===== src/rtl/rsa_uart_cmd_wrapper_if.sv =====
// Avalon-MM bus between the command wrapper (master) and the UART register slave.
interface rsa_uart_cmd_wrapper_if;
    logic [4:0]  avm_address;
    logic        avm_read;
    logic [31:0] avm_readdata;
    logic        avm_write;
    logic [31:0] avm_writedata;
    logic        avm_waitrequest;

    modport master (
        output avm_address, avm_read, avm_write, avm_writedata,
        input  avm_readdata, avm_waitrequest
    );

    modport slave (
        input  avm_address, avm_read, avm_write, avm_writedata,
        output avm_readdata, avm_waitrequest
    );
endinterface


===== src/rtl/rsa_uart_cmd_wrapper.sv =====
// Command-byte front end: pulls keys/ciphertext from a UART register slave,
// drives a modexp core and streams the result back out over TX.
module rsa_uart_cmd_wrapper #(
    parameter int         BITWIDTH  = 256,
    parameter int         OUT_BYTES = BITWIDTH/8-1,
    parameter logic [7:0] CMD_KEY   = 8'h4B,
    parameter logic [7:0] CMD_DATA  = 8'h44
) (
    input  logic                  avm_clk,
    input  logic                  avm_rst,
    rsa_uart_cmd_wrapper_if.master avm,
    output logic                  core_start,
    output logic [BITWIDTH-1:0]   core_a,
    output logic [BITWIDTH-1:0]   core_d,
    output logic [BITWIDTH-1:0]   core_n,
    input  logic [BITWIDTH-1:0]   core_result,
    input  logic                  core_finished,
    output logic                  key_valid,
    output logic [7:0]            bad_cmd_cnt,
    output logic [15:0]           block_cnt
);
    localparam int NB = BITWIDTH/8;
    localparam int CW = $clog2(NB)+1;

    localparam logic [4:0] ADDR_RX     = 5'd0;
    localparam logic [4:0] ADDR_TX     = 5'd4;
    localparam logic [4:0] ADDR_STATUS = 5'd8;

    typedef enum logic [2:0] {
        S_CMD, S_GET_N, S_GET_D, S_GET_A, S_REQ, S_WAIT, S_SEND
    } state_t;

    state_t              state_q, state_d;
    logic [4:0]          addr_q, addr_d;
    logic                read_q, read_d;
    logic                write_q, write_d;
    logic [7:0]          wdata_q, wdata_d;
    logic                start_q, start_d;
    logic [BITWIDTH-1:0] n_q, n_d, d_q, d_d, a_q, a_d, res_q, res_d;
    logic                kv_q, kv_d;
    logic [7:0]          bad_q, bad_d;
    logic [15:0]         blk_q, blk_d;
    logic [CW-1:0]       cnt_q, cnt_d;

    logic       done, st_done, rx_done, tx_done;
    logic [7:0] rx_byte;
    logic       unused_rdata;

    assign rx_byte      = avm.avm_readdata[7:0];
    assign unused_rdata = ^avm.avm_readdata[31:8];
    assign done         = (read_q | write_q) & ~avm.avm_waitrequest;
    assign st_done      = done && (addr_q == ADDR_STATUS);
    assign rx_done      = done && (addr_q == ADDR_RX);
    assign tx_done      = done && (addr_q == ADDR_TX);

    always_comb begin
        state_d = state_q;
        addr_d  = addr_q;
        read_d  = read_q;
        write_d = write_q;
        wdata_d = wdata_q;
        start_d = 1'b0;
        n_d     = n_q;
        d_d     = d_q;
        a_d     = a_q;
        res_d   = res_q;
        kv_d    = kv_q;
        bad_d   = bad_q;
        blk_d   = blk_q;
        cnt_d   = cnt_q;

        case (state_q)
            S_CMD, S_GET_N, S_GET_D, S_GET_A: begin
                // Shared receive engine: poll STATUS until RX ready, then read RX once.
                if (!read_q) begin
                    read_d = 1'b1;
                    addr_d = ADDR_STATUS;
                end
                if (st_done && avm.avm_readdata[7]) addr_d = ADDR_RX;
                if (rx_done) begin
                    addr_d = ADDR_STATUS;
                    cnt_d  = cnt_q + 1'b1;
                    case (state_q)
                        S_CMD: begin
                            cnt_d = '0;
                            if (rx_byte == CMD_KEY) begin
                                state_d = S_GET_N;
                                kv_d    = 1'b0;
                            end else if (rx_byte == CMD_DATA && kv_q) begin
                                state_d = S_GET_A;
                            end else if (bad_q != 8'hFF) begin
                                bad_d = bad_q + 8'd1;
                            end
                        end
                        S_GET_N: begin
                            n_d = {n_q[BITWIDTH-9:0], rx_byte};
                            if (cnt_q == CW'(NB-1)) begin
                                state_d = S_GET_D;
                                cnt_d   = '0;
                            end
                        end
                        S_GET_D: begin
                            d_d = {d_q[BITWIDTH-9:0], rx_byte};
                            if (cnt_q == CW'(NB-1)) begin
                                state_d = S_CMD;
                                kv_d    = 1'b1;
                                cnt_d   = '0;
                            end
                        end
                        default: begin
                            a_d = {a_q[BITWIDTH-9:0], rx_byte};
                            if (cnt_q == CW'(NB-1)) begin
                                state_d = S_REQ;
                                read_d  = 1'b0;
                                cnt_d   = '0;
                            end
                        end
                    endcase
                end
            end
            S_REQ: begin
                start_d = 1'b1;
                read_d  = 1'b0;
                write_d = 1'b0;
                state_d = S_WAIT;
            end
            S_WAIT: begin
                read_d  = 1'b0;
                write_d = 1'b0;
                if (core_finished) begin
                    res_d   = core_result;
                    state_d = S_SEND;
                end
            end
            S_SEND: begin
                if (!read_q && !write_q) begin
                    read_d = 1'b1;
                    addr_d = ADDR_STATUS;
                end
                if (st_done && avm.avm_readdata[6]) begin
                    read_d  = 1'b0;
                    write_d = 1'b1;
                    addr_d  = ADDR_TX;
                    wdata_d = res_q[OUT_BYTES*8-1 -: 8];
                end
                if (tx_done) begin
                    write_d = 1'b0;
                    read_d  = 1'b1;
                    addr_d  = ADDR_STATUS;
                    res_d   = res_q << 8;
                    cnt_d   = cnt_q + 1'b1;
                    if (cnt_q == CW'(OUT_BYTES-1)) begin
                        state_d = S_CMD;
                        cnt_d   = '0;
                        blk_d   = blk_q + 16'd1;
                    end
                end
            end
            default: begin
                state_d = S_CMD;
                read_d  = 1'b0;
                write_d = 1'b0;
                addr_d  = ADDR_STATUS;
                cnt_d   = '0;
            end
        endcase
    end

    always_ff @(posedge avm_clk) begin
        if (avm_rst) begin
            state_q <= S_CMD;
            addr_q  <= ADDR_STATUS;
            read_q  <= 1'b0;
            write_q <= 1'b0;
            wdata_q <= '0;
            start_q <= 1'b0;
            n_q     <= '0;
            d_q     <= '0;
            a_q     <= '0;
            res_q   <= '0;
            kv_q    <= 1'b0;
            bad_q   <= '0;
            blk_q   <= '0;
            cnt_q   <= '0;
        end else begin
            state_q <= state_d;
            addr_q  <= addr_d;
            read_q  <= read_d;
            write_q <= write_d;
            wdata_q <= wdata_d;
            start_q <= start_d;
            n_q     <= n_d;
            d_q     <= d_d;
            a_q     <= a_d;
            res_q   <= res_d;
            kv_q    <= kv_d;
            bad_q   <= bad_d;
            blk_q   <= blk_d;
            cnt_q   <= cnt_d;
        end
    end

    assign avm.avm_address   = addr_q;
    assign avm.avm_read      = read_q;
    assign avm.avm_write     = write_q;
    assign avm.avm_writedata = {24'b0, wdata_q};
    assign core_start        = start_q;
    assign core_a            = a_q;
    assign core_d            = d_q;
    assign core_n            = n_q;
    assign key_valid         = kv_q;
    assign bad_cmd_cnt       = bad_q;
    assign block_cnt         = blk_q;
endmodule


===== src/flat_wrapper.sv =====
// flat-port wrapper written by rule: the top's interface ports become plain ports
module rsa_uart_cmd_wrapper_flat 
#(
    parameter int         BITWIDTH  = 256,
    parameter int         OUT_BYTES = BITWIDTH/8-1,
    parameter logic [7:0] CMD_KEY   = 8'h4B,
    parameter logic [7:0] CMD_DATA  = 8'h44
)
  (avm_clk, avm_rst, core_start, core_a, core_d, core_n, core_result, core_finished, key_valid, bad_cmd_cnt, block_cnt, avm_avm_address, avm_avm_read, avm_avm_write, avm_avm_writedata, avm_avm_readdata, avm_avm_waitrequest);
  rsa_uart_cmd_wrapper_if avm_i ();
  input  logic avm_clk;
  input  logic avm_rst;
  output logic core_start;
  output logic [BITWIDTH-1:0] core_a;
  output logic [BITWIDTH-1:0] core_d;
  output logic [BITWIDTH-1:0] core_n;
  input  logic [BITWIDTH-1:0] core_result;
  input  logic core_finished;
  output logic key_valid;
  output logic [7:0] bad_cmd_cnt;
  output logic [15:0] block_cnt;
  output wire logic [$bits(avm_i.avm_address)-1:0] avm_avm_address;
  output wire logic [$bits(avm_i.avm_read)-1:0] avm_avm_read;
  output wire logic [$bits(avm_i.avm_write)-1:0] avm_avm_write;
  output wire logic [$bits(avm_i.avm_writedata)-1:0] avm_avm_writedata;
  input wire logic [$bits(avm_i.avm_readdata)-1:0] avm_avm_readdata;
  input wire logic [$bits(avm_i.avm_waitrequest)-1:0] avm_avm_waitrequest;
  assign avm_avm_address = avm_i.avm_address;
  assign avm_avm_read = avm_i.avm_read;
  assign avm_avm_write = avm_i.avm_write;
  assign avm_avm_writedata = avm_i.avm_writedata;
  assign avm_i.avm_readdata = avm_avm_readdata;
  assign avm_i.avm_waitrequest = avm_avm_waitrequest;
  rsa_uart_cmd_wrapper #(.BITWIDTH(BITWIDTH), .OUT_BYTES(OUT_BYTES), .CMD_KEY(CMD_KEY), .CMD_DATA(CMD_DATA)) u_core (.avm_clk(avm_clk), .avm_rst(avm_rst), .avm(avm_i), .core_start(core_start), .core_a(core_a), .core_d(core_d), .core_n(core_n), .core_result(core_result), .core_finished(core_finished), .key_valid(key_valid), .bad_cmd_cnt(bad_cmd_cnt), .block_cnt(block_cnt));
endmodule

===== config.mk =====
export PLATFORM = sky130hd
export DESIGN_NAME = rsa_uart_cmd_wrapper_flat
export DESIGN_NICKNAME = d
export VERILOG_FILES = /design/src/rtl/rsa_uart_cmd_wrapper_if.sv /design/src/rtl/rsa_uart_cmd_wrapper.sv /design/src/flat_wrapper.sv
export SDC_FILE = /design/constraint.sdc
export NUM_CORES = 2
export LEC_CHECK = 0
export ABC_AREA = 1
export CORE_AREA = 2 2 442 444
export CTS_CLUSTER_SIZE = 8
export DETAILED_ROUTE_END_ITERATION = 16
export DIE_AREA = 0 0 444 446
export PLACE_DENSITY = 0.4
export SLEW_MARGIN = 20
export SYNTH_ARGS = -nofsm -noshare
export SYNTH_HDL_FRONTEND = slang
export SYNTH_SLANG_ARGS = --single-unit

===== constraint.sdc =====
create_clock -name avm_clk -period 1.76 [get_ports avm_clk]
set_input_delay 0.176 -clock avm_clk [delete_from_list [all_inputs] [get_ports avm_clk]]
set_output_delay 0.176 -clock avm_clk [all_outputs]
set_load 0.01 [all_outputs]

**Word-level counts from Yosys, hierarchy flattened**

Cells that the tools add are included.

- Equal/unequal tests: 26
- $add $sub $neg: 3
- Bitwise gates (word level): 8
- Multiplexer cells: 41
- Reductions and logical operators: 28

Operators by type and width:

| operator | count |
|---|---|
| two-way mux 248 bit | 2 |
| one-hot mux 248 bit (2 select lines) | 1 |
| two-way mux 5 bit | 6 |
| two-way mux 6 bit | 5 |
| two-way mux 3 bit | 9 |
| AND reduction 3 bit | 7 |
| one-hot mux 6 bit (3 select lines) | 1 |
| adder 16 x 1 -> 16 bit, second input constant | 1 |
| equality test 8 x 7 -> 1 bit, second input constant | 2 |
| one-hot mux 5 bit (3 select lines) | 1 |
| equality test 6 x 5 -> 1 bit, second input constant | 2 |
| one-hot mux 3 bit (4 select lines) | 1 |
| two-way mux 1 bit | 11 |
| inequality test 2 x 1 -> 1 bit, second input constant | 5 |
| equality test 3 bit, second input constant | 3 |
| one-hot mux 3 bit (3 select lines) | 1 |
| adder 8 x 1 -> 8 bit, second input constant | 1 |
| inequality test 8 bit, second input constant | 1 |
| AND reduction 8 bit | 1 |
| logical AND 1 bit | 7 |
| adder 6 x 1 -> 6 bit, second input constant | 1 |
| equality test 3 x 2 -> 1 bit, second input constant | 2 |
| inequality test 3 x 1 -> 1 bit, second input constant | 2 |
| inequality test 3 x 2 -> 1 bit, second input constant | 2 |
| other kinds (21) | 31 |

- Register bits: 1066
- Word-level logic and storage cells: 120
- Bits of input ports: 292

**Longest topological paths before layout**

- Depth in word-level cells: 7
- Mapped depth: 12

**Least setup slack after synthesis**

No wires, ideal clock.

- Path kind: reg-to-reg
- From: reg u_core.bad_q[0] (netlist: u_core.bad_cmd_cnt[0])
- To: reg u_core.bad_q[6] (netlist: u_core.bad_cmd_cnt[6])
- Slack: 0.196 ns
- Data arrival time: 1.432 ns
- Period minus slack after synthesis: 1.564 ns
- Stages on the path, launching flop included: 8
- Required time: 1.628 ns
- Path through: dfxtp_1 > ha_1 > nand4_1 > nor2_1 > nor2_1 > nand2_1 > nand2_1 > a21oi_1

- Word-level cells in the longest chain between the ends: 2
- Elaborated cells between the ends (all ways): 3

Ends and longest elaborated chain:

| what | RTL line | text |
|---|---|---|
| from (decl) | rsa_uart_cmd_wrapper.sv:41 | `logic [7:0] bad_q, bad_d;` |
| from (signal assigned) | rsa_uart_cmd_wrapper.sv:182 | `bad_q <= '0;` |
| from (signal assigned) | rsa_uart_cmd_wrapper.sv:197 | `bad_q <= bad_d;` |
| branches (longest 2 deep; another with adder 8 x 1 -> 8 bit) | n/a |  |

Parallel ways; which one is timed is not known.
A chain may end at the register's enable or synchronous reset.

**Worst setup path after layout**

- From: reg u_core.addr_q[2] (netlist: u_core.avm.avm_address[2])
- To: reg u_core.res_q[88]

- Word-level cells in the longest chain between the ends: 4

Ends and longest elaborated chain:

| what | RTL line | text |
|---|---|---|
| from (decl) | rsa_uart_cmd_wrapper.sv:34 | `logic [4:0] addr_q, addr_d;` |
| from (signal assigned) | rsa_uart_cmd_wrapper.sv:187 | `addr_q <= addr_d;` |
| equality test 5 x 3 -> 1 bit | rsa_uart_cmd_wrapper.sv:54 | `assign tx_done = done && (addr_q == ADDR_TX);` |
| logical AND 1 bit | rsa_uart_cmd_wrapper.sv:54 |  |
| inequality test 2 x 1 -> 1 bit (no line) | n/a |  |
| AND reduction 3 bit (no line) | n/a |  |
| to (signal assigned) | rsa_uart_cmd_wrapper.sv:195 | `res_q <= res_d;` |
| to (decl) | rsa_uart_cmd_wrapper.sv:39 | `logic [BITWIDTH-1:0] n_q, n_d, d_q, d_d, a_q, a_d, res_q, res_d;` |

Every way passes these cells.

==> results.toml <==
[power]
totalPowerFinal_uw = 53900
peakVddDrop_mv = 0.672
powerDensity_mw_per_mm2 = 847
p_leak_uw = 0.0280

[place]
dp.cells = 9091
hpwl_um = 135000
placed_area_mm2 = 0.0556
buffer_ports.inserted = 1065
gp_congestion = 0.826

[drt]
routed_via_density = 4.30
wl_per_cell_um = 20.6
ant_nets = 0
wirelength_um = 195000
drt_iter0_markers = 2226
vias = 40563
drc = 0
dr.pass1.iters = 5

[clocking]
ctsLongestPathBuffers = 3
cts.clk_slew.worst_paths_ps = 50
cts_sinks = 1063
insertion_delay_ps = 810
root_buffer = "clkbuf_16"
numCtsBuffers = 153
htreeDepth = 4
cts_tree = "built"

[setup_path]
rr_startpoint = "u_core.avm.avm_address[2]"
rr_worst_depth = 13
worst-path-max-fanout = 8
crit_family = "buffers and inverters"
cp-startpoint = "u_core.avm.avm_address[2]"
crit_path_max_incr_delay_ps = 340
worst_setup_path_end_kind = "flop"
worst_ep_arrival_time_ps = 2560
crit_required_ps = 2450
crit_buf_inv = 7
cpMostUsedCell = "buf_12"
cp.depth = 13
crit_type = "flop to flop"
critPathLaunchType = "flop"
crit_chain = "buf_6 -> inv_4 -> nor2_4 -> nand3_4 -> nor2_4 -> nor2_4 -> buf_12 -> buf_12 -> buf_12 -> buf_12 -> clkbuf_16 -> o21ai_2 -> nor2_1"
cpMaxStageDelayCell = "dfxtp_2"

[job]
cap_violations = 0

[final_layout]
final_common_cell = "nor2_1"
fin_area_mm2 = 0.0636
layout-area-overhead-vs-synth_pct = 57.2
final_layout_size_suffix_gt1_share_pct = 16.1
final_cells = 9443
fillers = 20606
final_cell_mix = "2006 x nor2_1, 999 x dfxtp_1, 813 x nand2_1"
nets = 7166

[worst_hold_path]
hold_start = "core_result[182]"
hold_path_class = "primary input to flop"
min_delay_path_depth = 5

[timing]
rsz0062_at_grt = "true"
fin_ws_ps = -113
finalHoldViolCount = 0
period_needed_ps = 1870
finalMaxSlewViolations = 0
finalSetupViolCount = 490
max_freq_mhz = 534
min_period_over_period_pct = 106
fin_skew_ps = 35.8

[floorplanning]
initial_utilization_pct = 20.9
std_cell_rows = 162
core_mm2 = 0.194
io_pins = 1125
dieArea_mm2 = 0.198
die_height_um = 446
die_w_um = 444

[status]
failed_checks = "setup timing"
status = "finished, violations left"

[synthesis]
yosysWarnings = 0
synth_cells = 5590
ys_ff_latch = 1063
synthDistinctLibCells = 33
synthesis.area_mm2 = 0.0404
ys_seq_area_share_pct = 52.6
syn_area_per_cell_um2 = 7.23

[grt]
grt_pass1_wl_um = 270000
track_usage_pct = 18.2
grt_pass1_vias = 38342
grt_overflow = 0
antenna_found_initial = 8
grt_max_degree = 108
cell usage after synthesis (all sizes together):
library cell	n	area [um2]
a21oi	58	290
a221oi	1	8.76
and2	1	6.26
and3	3	18.8
buf	207	1300
clkbuf	211	793
clkinv	2	7.51
conb	1	3.75
dfxtp	1063	21300
ha	4	50.1
inv	68	255
nand2	819	3080
nand3	35	190
nand3b	4	30.0
nand4	8	50.1
nor2	2044	7700
nor3	10	65.1
o211ai	1	7.51
o21ai	1039	5200
o22ai	1	6.26
xnor2	4	35.0
xor2	6	52.6
metal layers:
metal | share of wire, % | wire (um) | track usage [%] | vias up
met5 | 0.014 | 27 | 0 | -
met4 | 3.7 | 7100 | 7.36 | 4
met3 | 5.9 | 11500 | 5.00 | 251
met2 | 50 | 97000 | 31.7 | 983
met1 | 41 | 78900 | 21.0 | 19020
li1 | - | - | - | 20305
final timing paths:
kind	endpoint	slack (ps)
worst max-delay path	u_core.res_q[88]	-110
worst max register to register	u_core.res_q[88]	-110
worst min-delay path	u_core.res_q[182]	100
worst min register to register	u_core.res_q[239]	450
registers in the layout, indices dropped and copies added, names as in the netlist, 6 cells and up:
signal              cells
u_core.cnt_q            6
u_core.core_d         256
u_core.bad_cmd_cnt      8
u_core.core_n         256
u_core.block_cnt       16
u_core.res_q          248
u_core.wdata_q          8
u_core.core_a         256
power by group:
group | leakage [uW] | total, uW | switching, uW | internal [uW]
Combinational | 0.0174 | 2280 | 1180 | 1100
Sequential | 0.00859 | 24100 | 5.01 | 24100
Clock | 0.00207 | 27500 | 11600 | 15900
Total | 0.0280 | 53900 | 12800 | 41100
through the flow:
stage,hold slack (ps),TNS (ps),utilization (%),setup slack [ps]
detailed placement,447,-252420,28.7,-481
finish,95.2,-11940,32.8,-113
CTS,2.66,-25390,31.5,-149
global route,63.7,-82690,32.8,-183
floorplan,311,0,-,196
global placement,440,-254150,28.7,-497
tightest hold or removal path: cells and delay by family:
kind                   cells  cell delay (ps)
AOI/OAI and AO/OA          1              120
buffers and inverters      1              390
and+or+nand+nor            3              150
final cells by class:
cell class	count	area [um2]	area share, %
flip-flops and latches	1063	21400	33.6
multi-input cells	4067	17600	27.7
repair buffers	1507	16500	26.0
clock buffers	164	3920	6.17
well taps	2542	3180	5.00
inverters	70	393	0.618
clock inverters	16	337	0.529
repair inverters	8	180	0.283
diodes	6	15.0	0.0236
kinds of logic after synthesis:
logic type	count (synthesis)	synth area share [%]
compound gates	1100	13.6
xor+xnor	10	0.217
fa+ha+maj	4	0.124
buf+inv	488	5.83
flops	1063	52.6
other cells	1	0.00927
simple gates	2924	27.6
what timing repair did:
action,4_1_cts,5_1_grt
pin swaps,17,59
gates resized for setup,1804,272
hold endpoints to repair,227,0
endpoints found under the setup margin,1469,1058
hold buffers,14,0
gates cloned,27,55
buffers inserted,33,39
No activity file was read; power rests on OpenSTA's default activity.
